### config.mk
export PLATFORM = sky130hd
export DESIGN_NAME = zet_rep_sequencer
export DESIGN_NICKNAME = d
export VERILOG_FILES = /design/src/rtl/zet_rep_pkg.sv /design/src/rtl/zet_rep_exit_eval.sv /design/src/rtl/zet_rep_sequencer.sv
export SDC_FILE = /design/constraint.sdc
export NUM_CORES = 1
export LEC_CHECK = 0
export BUFFER_PORTS_ARGS = -buffer_cell sky130_fd_sc_hd__buf_2
export CORE_MARGIN = 1
export CORE_UTILIZATION = 55
export CTS_BUF_LIST = sky130_fd_sc_hd__clkbuf_16
export DETAILED_ROUTE_END_ITERATION = 16
export PLACE_DENSITY = 0.78
export SKIP_CTS_REPAIR_TIMING = 1
export SYNTH_ARGS = -nofsm -noshare
export SYNTH_HDL_FRONTEND = slang
export SYNTH_HIERARCHICAL = 1
export SYNTH_SLANG_ARGS = --single-unit
export TNS_END_PERCENT = 50
### constraint.sdc
create_clock -name clk -period 3.3 [get_ports clk]
set_input_delay 0.165 -clock clk [delete_from_list [all_inputs] [get_ports clk]]
set_output_delay 0.165 -clock clk [all_outputs]
set_load 0.01 [all_outputs]
### src/rtl/zet_rep_pkg.sv
// Shared types and constants for the REP string-instruction sequencer.
// Opcodes are stored as opcode[7:1]; bit 0 (byte/word) never affects sequencing.
package zet_rep_pkg;

  typedef enum logic [2:0] {
    IDLE,
    ISSUE,
    WAIT,
    FIN,
    INTR
  } rep_state_t;

  localparam logic [6:0] OP_MOVS = 7'b1010_010;
  localparam logic [6:0] OP_CMPS = 7'b1010_011;
  localparam logic [6:0] OP_STOS = 7'b1010_101;
  localparam logic [6:0] OP_LODS = 7'b1010_110;
  localparam logic [6:0] OP_SCAS = 7'b1010_111;
  localparam logic [6:0] OP_INS  = 7'b0110_110;
  localparam logic [6:0] OP_OUTS = 7'b0110_111;

  localparam int PFX_REP = 1;
  localparam int PFX_Z   = 0;

  function automatic logic is_string_op(input logic [6:0] op);
    return (op == OP_MOVS) || (op == OP_CMPS) || (op == OP_STOS) ||
           (op == OP_LODS) || (op == OP_SCAS) || (op == OP_INS)  ||
           (op == OP_OUTS);
  endfunction

endpackage

### src/rtl/zet_rep_exit_eval.sv
// Combinational termination check for one REP iteration: CX exhaustion or ZF condition.
// Also classifies the opcode as a string op eligible for repetition.
module zet_rep_exit_eval
  import zet_rep_pkg::*;
(
  input  logic [1:0] prefix,
  input  logic [6:0] opcode,
  input  logic       zf,
  input  logic       cnt_next_zero,
  output logic       valid_op,
  output logic       exit_rep
);

  logic cmp_sca;
  logic exit_z;

  assign valid_op = is_string_op(opcode);

  // CMPS/SCAS are the only ops whose flags can end the loop early
  assign cmp_sca = opcode[6] & opcode[1] & opcode[0];

  // ZF termination only exists under a rep prefix; repz leaves on ZF=0, repnz on ZF=1
  assign exit_z   = prefix[PFX_REP] & cmp_sca & (prefix[PFX_Z] ? ~zf : zf);
  assign exit_rep = cnt_next_zero | exit_z;

endmodule

### src/rtl/zet_rep_sequencer.sv
// Sequences REP/REPZ/REPNZ string ops: one exec iteration at a time, CX countdown, exit on CX/ZF/interrupt.
// All outputs come from registers or the state register; CX write precedes the next iter_go by one cycle.
module zet_rep_sequencer
  import zet_rep_pkg::*;
#(
  parameter int CNT_W = 16
) (
  input  logic             clk,
  input  logic             rst,
  input  logic             start,
  input  logic [1:0]       prefix,
  input  logic [6:0]       opcode,
  input  logic [CNT_W-1:0] cx_in,
  input  logic             iter_done,
  input  logic             zf,
  input  logic             ext_int,
  output logic             iter_go,
  output logic [CNT_W-1:0] cx_out,
  output logic             cx_we,
  output logic             busy,
  output logic             done,
  output logic             int_exit
);

  localparam logic [CNT_W-1:0] CNT_ONE = {{(CNT_W-1){1'b0}}, 1'b1};

  rep_state_t       state;
  rep_state_t       state_nxt;
  logic [1:0]       prefix_q;
  logic [6:0]       opcode_q;
  logic [CNT_W-1:0] cnt;
  logic             rep_q;

  logic             idle;
  logic [1:0]       eval_prefix;
  logic [6:0]       eval_opcode;
  logic [CNT_W-1:0] cnt_dec;
  logic             cnt_next_zero;
  logic             valid_op;
  logic             exit_rep;
  logic             rep_start;

  assign idle = (state == IDLE);

  // The evaluator looks at the incoming instruction while idle, the latched one afterwards
  assign eval_prefix   = idle ? prefix : prefix_q;
  assign eval_opcode   = idle ? opcode : opcode_q;
  assign cnt_dec       = cnt - CNT_ONE;
  assign cnt_next_zero = (cnt_dec == '0);
  assign rep_start     = prefix[PFX_REP] & valid_op;

  zet_rep_exit_eval u_exit_eval (
    .prefix        (eval_prefix),
    .opcode        (eval_opcode),
    .zf            (zf),
    .cnt_next_zero (cnt_next_zero),
    .valid_op      (valid_op),
    .exit_rep      (exit_rep)
  );

  always_ff @(posedge clk) begin
    if (rst) begin
      state <= IDLE;
    end else begin
      state <= state_nxt;
    end
  end

  always_comb begin
    state_nxt = state;
    unique case (state)
      IDLE: begin
        if (start) begin
          state_nxt = (rep_start && (cx_in == '0)) ? FIN : ISSUE;
        end
      end
      ISSUE: begin
        // Hold one extra cycle while the decremented CX is being written back
        if (!cx_we) begin
          state_nxt = WAIT;
        end
      end
      WAIT: begin
        if (iter_done) begin
          if (!rep_q || exit_rep) begin
            state_nxt = FIN;
          end else if (ext_int) begin
            state_nxt = INTR;
          end else begin
            state_nxt = ISSUE;
          end
        end
      end
      FIN:     state_nxt = IDLE;
      INTR:    state_nxt = IDLE;
      default: state_nxt = IDLE;
    endcase
  end

  always_comb begin
    iter_go  = (state == ISSUE) & ~cx_we;
    busy     = (state != IDLE);
    done     = (state == FIN);
    int_exit = (state == INTR);
  end

  always_ff @(posedge clk) begin
    if (rst) begin
      prefix_q <= '0;
      opcode_q <= '0;
      cnt      <= '0;
      rep_q    <= 1'b0;
      cx_out   <= '0;
      cx_we    <= 1'b0;
    end else begin
      cx_we <= 1'b0;
      if (idle && start) begin
        prefix_q <= prefix;
        opcode_q <= opcode;
        cnt      <= cx_in;
        rep_q    <= rep_start;
      end
      // Never reached with cnt==0: a zero count goes straight to FIN
      if ((state == WAIT) && iter_done && rep_q) begin
        cnt    <= cnt_dec;
        cx_out <= cnt_dec;
        cx_we  <= 1'b1;
      end
    end
  end

endmodule

==> metrics.csv <==
metric,value,unit
outcome,"complete, no violations",
stdcell_count,414,
hold_class,in2reg,
area_delta_synth_final,16.2,%
comb_power_share,25.9,%
ios,52,
hpwlAfterDp,4580,microns
first_pass_iters,5,
drc,0,
yosysTopAreaCellShare,36.5,%
fp.dieH,69.7,microns
final_layout_size_suffix_gt1_share,22.9,%
slew_headroom,47.4,%
rrSetupSlack,0.36,ns
slew_viol_final,0,
reg2reg_depth,13,
synth_edf_count,0,
antenna_found_initial,0,
power.net_switching,0.000443,W
place_congestion,0.983,
dieArea,4860,sq um
grt_max_degree,46,
hold_violations,0,
clk_latency,0.28,ns
core-area,4380,sq um
fp.dieW,69.7,microns
cpPeakStageDelay,0.40,ns
cp-start-kind,flip-flop,
ys.flop_type,dfxtp_1,
rows,24,
grt-ovfl-total,0,
grt.total_usage,27.4,%
r2r_end,state[1],
synth_cells,321,
start_util,57.5,%
cpMostUsedCell,a21oi_1,
clockBufferDepth,2,
cts_buffers,5,
nets,394,
maxCapViolations,0,
intPower,0.00103,W
ys_types,52,
critical_path_arrival,3.10,ns
cellLeakagePower,1.17,nW
clock_sinks,46,
synth_fp_nets,354,
wl_per_cell,15.3,microns
yosysTopAreaCell,dfxtp_1,
synth_area,2520,sq um
clock_power_share,31.6,%
ys_seq_area_share,36.5,%
yosysWarningCount,6,
max_freq,0.341,GHz
r2r-start,cnt[0],
ir_worst_vdd,0.000312,V
grt_pass1_wl,10800,microns
via_per_inst,5.98,
worstMarginPinSlew,0.786,ns
min_period,2.94,ns
cts.clk_slew.worst_paths,0.06,ns
drt_iter0_drc,212,
finalSetupViolCount,0,
synth_seq_cells,46,
vias,2476,
finClkSkew,0.00470,ns
seqPwrFrac,42.5,%
ctsRootBufferMaster,clkbuf_16,
whs_endpoint,opcode_q[5],
path_max_fanout,12,
cts_tree,built,
diodes,0,
finalCritPeriodShare,89.0,%
holdPathStages,3,
n_fill_cell,395,
critPathTopFamily,simple AND/OR/NAND/NOR gates,
htreeDepth,2,
worst_setup_path_end_kind,flip-flop,
placedCellCount,406,
pre_cts_ws,0.314,ns
crit_chain,inv_1 -> ha_2 -> nor3b_1 -> nand4_1 -> xnor2_1 -> or3_1 -> nor4_2 -> o21bai_1 -> nand2b_1 -> a21oi_1 -> o22ai_1 -> a21oi_1 -> a2111oi_0,
portBuffers,51,
rsz0062_at_grt,false,
crit_path_top_delay_cell,or3_1,
grt_pass1_vias,2199,
cp.required,3.47,ns
wl,6330,microns
setup_ws,0.364,ns
hold_start,opcode[5],
switching_share,30.1,%
worstSetupPathType,reg2reg,
syn_area_per_cell,7.85,sq um
synth_area_leaders,"dfxtp_1, a21oi_1, nand2_1",
async_flop_share,0,%
crit_buf_inv,1,
fin_tns_setup,0,ns
powerDensity,501,nW/um^2
postRouteAntennaNets,0,
## worst reg2reg max path: cells and delay by family, from the launching register on
| family | cells | cell delay, ns |
|---|---|---|
| AND/OR/NAND/NOR | 5 | 1.15 |
| XOR/XNOR | 1 | 0.18 |
| flip-flops | 1 | 0.36 |
| AO/OA/AOI/OAI | 5 | 0.75 |
| adder cells (fa/ha/maj) | 1 | 0.30 |
| buffers and inverters | 1 | 0.08 |
## kinds of logic after synthesis
logic type / Yosys count / share of synthesized area [%]
AND/OR/NAND/NOR: 142 / 29.5
AO/OA/AOI/OAI: 77 / 19.1
flip-flops: 46 / 36.5
buffers and inverters: 32 / 5.31
XOR/XNOR: 12 / 4.17
multiplexers: 10 / 4.42
adder cells (fa/ha/maj): 2 / 0.992
## power by group through the flow
| stage | registers (W) | clock network, W | logic [W] |
|---|---|---|---|
| after floorplan | 0.000614 | 0 | 0.000294 |
| after detailed placement | 0.000634 | 0 | 0.000374 |
| final | 0.000624 | 0.000464 | 0.000380 |
| after global placement | 0.000633 | 0 | 0.000369 |
| after CTS | 0.000622 | 0.000473 | 0.000377 |
| after global routing | 0.000628 | 0.000498 | 0.000421 |
## flip-flops by register name, summed over array words and instances (netlist names)
register  cells
cx_out       16
cnt          16
prefix_q      2
rep_q         1
cx_we         1
state         3
opcode_q      7
## cell usage in the layout, fill, tap and decap left out, types with 3 or more instances in the layout
cell type  netlist  routed
nor4_1          10      10
buf_4            0       8
nand4b_1         3       3
dfxtp_1         46      46
buf_2            5      51
nor3b_1          4       4
nand2_1         43      43
nor2_1          30      30
clkbuf_16        0       5
nor3_1           9       9
a21oi_1         36      36
o21ai_0          7       7
and2_1           3       3
nand3_1          6       6
xnor2_1          8       8
or3_1            5       5
mux2_2           9       9
a22oi_1          5       5
xor2_1           4       4
a311oi_1         6       6
nand4_1          7       7
inv_1            6       7
nand3b_1         4       4
a211oi_1         5       5
nor2b_1          4       4
## synthesized netlist by cell type (5+ instances only)
library cell	count
dfxtp_1	46
nand2_1	43
a21oi_1	36
nor2_1	30
clkbuf_1	15
nor4_1	10
mux2_2	9
nor3_1	9
xnor2_1	8
nand4_1	7
o21ai_0	7
a311oi_1	6
inv_1	6
nand3_1	6
a211oi_1	5
a22oi_1	5
buf_1	5
buf_2	5
or3_1	5
## routing by layer
metal | global-route usage [%] | wire (microns) | vias up
li1 | - | - | 1242
met1 | 40.4 | 2990 | 1136
met2 | 40.1 | 2830 | 84
met3 | 4.80 | 360 | 14
met4 | 9.78 | 145 | 0
met5 | 0 | 0 | -
## layout make-up
class | count | area (sq um) | share of cell area, %
Clock buffer | 5 | 125 | 4.27
Clock inverter | 3 | 12.5 | 0.427
Inverter | 6 | 22.5 | 0.769
Multi-Input combinational cell | 243 | 1470 | 50.1
Sequential cell | 46 | 921 | 31.4
Tap cell | 52 | 65.1 | 2.22
Timing Repair Buffer | 59 | 315 | 10.8
## metrics by stage
stage / area, sq um / hold slack (ns) / power, W / util, %
final: 2930 / 0.129 / 0.00147 / 66.8
after global routing: 2930 / 0.137 / 0.00155 / 66.8
after CTS: 2930 / 0.131 / 0.00147 / 66.8
after detailed placement: 2790 / 0.425 / 0.00101 / 63.6
after global placement: 2790 / 0.416 / 0.00100 / 63.6
after floorplan: 2520 / 0.301 / 0.000908 / -
## how the worst max path moves through the flow
stage	from	end	cells past startpoint
after global placement	cnt[0]	state[1]	13
after detailed placement	cnt[0]	state[1]	13
final	cnt[0]	state[1]	13
after floorplan	cnt[0]	state[1]	13
after global routing	cnt[0]	state[1]	13
after CTS	cnt[0]	state[1]	13
(Power assumes the default switching activity.)
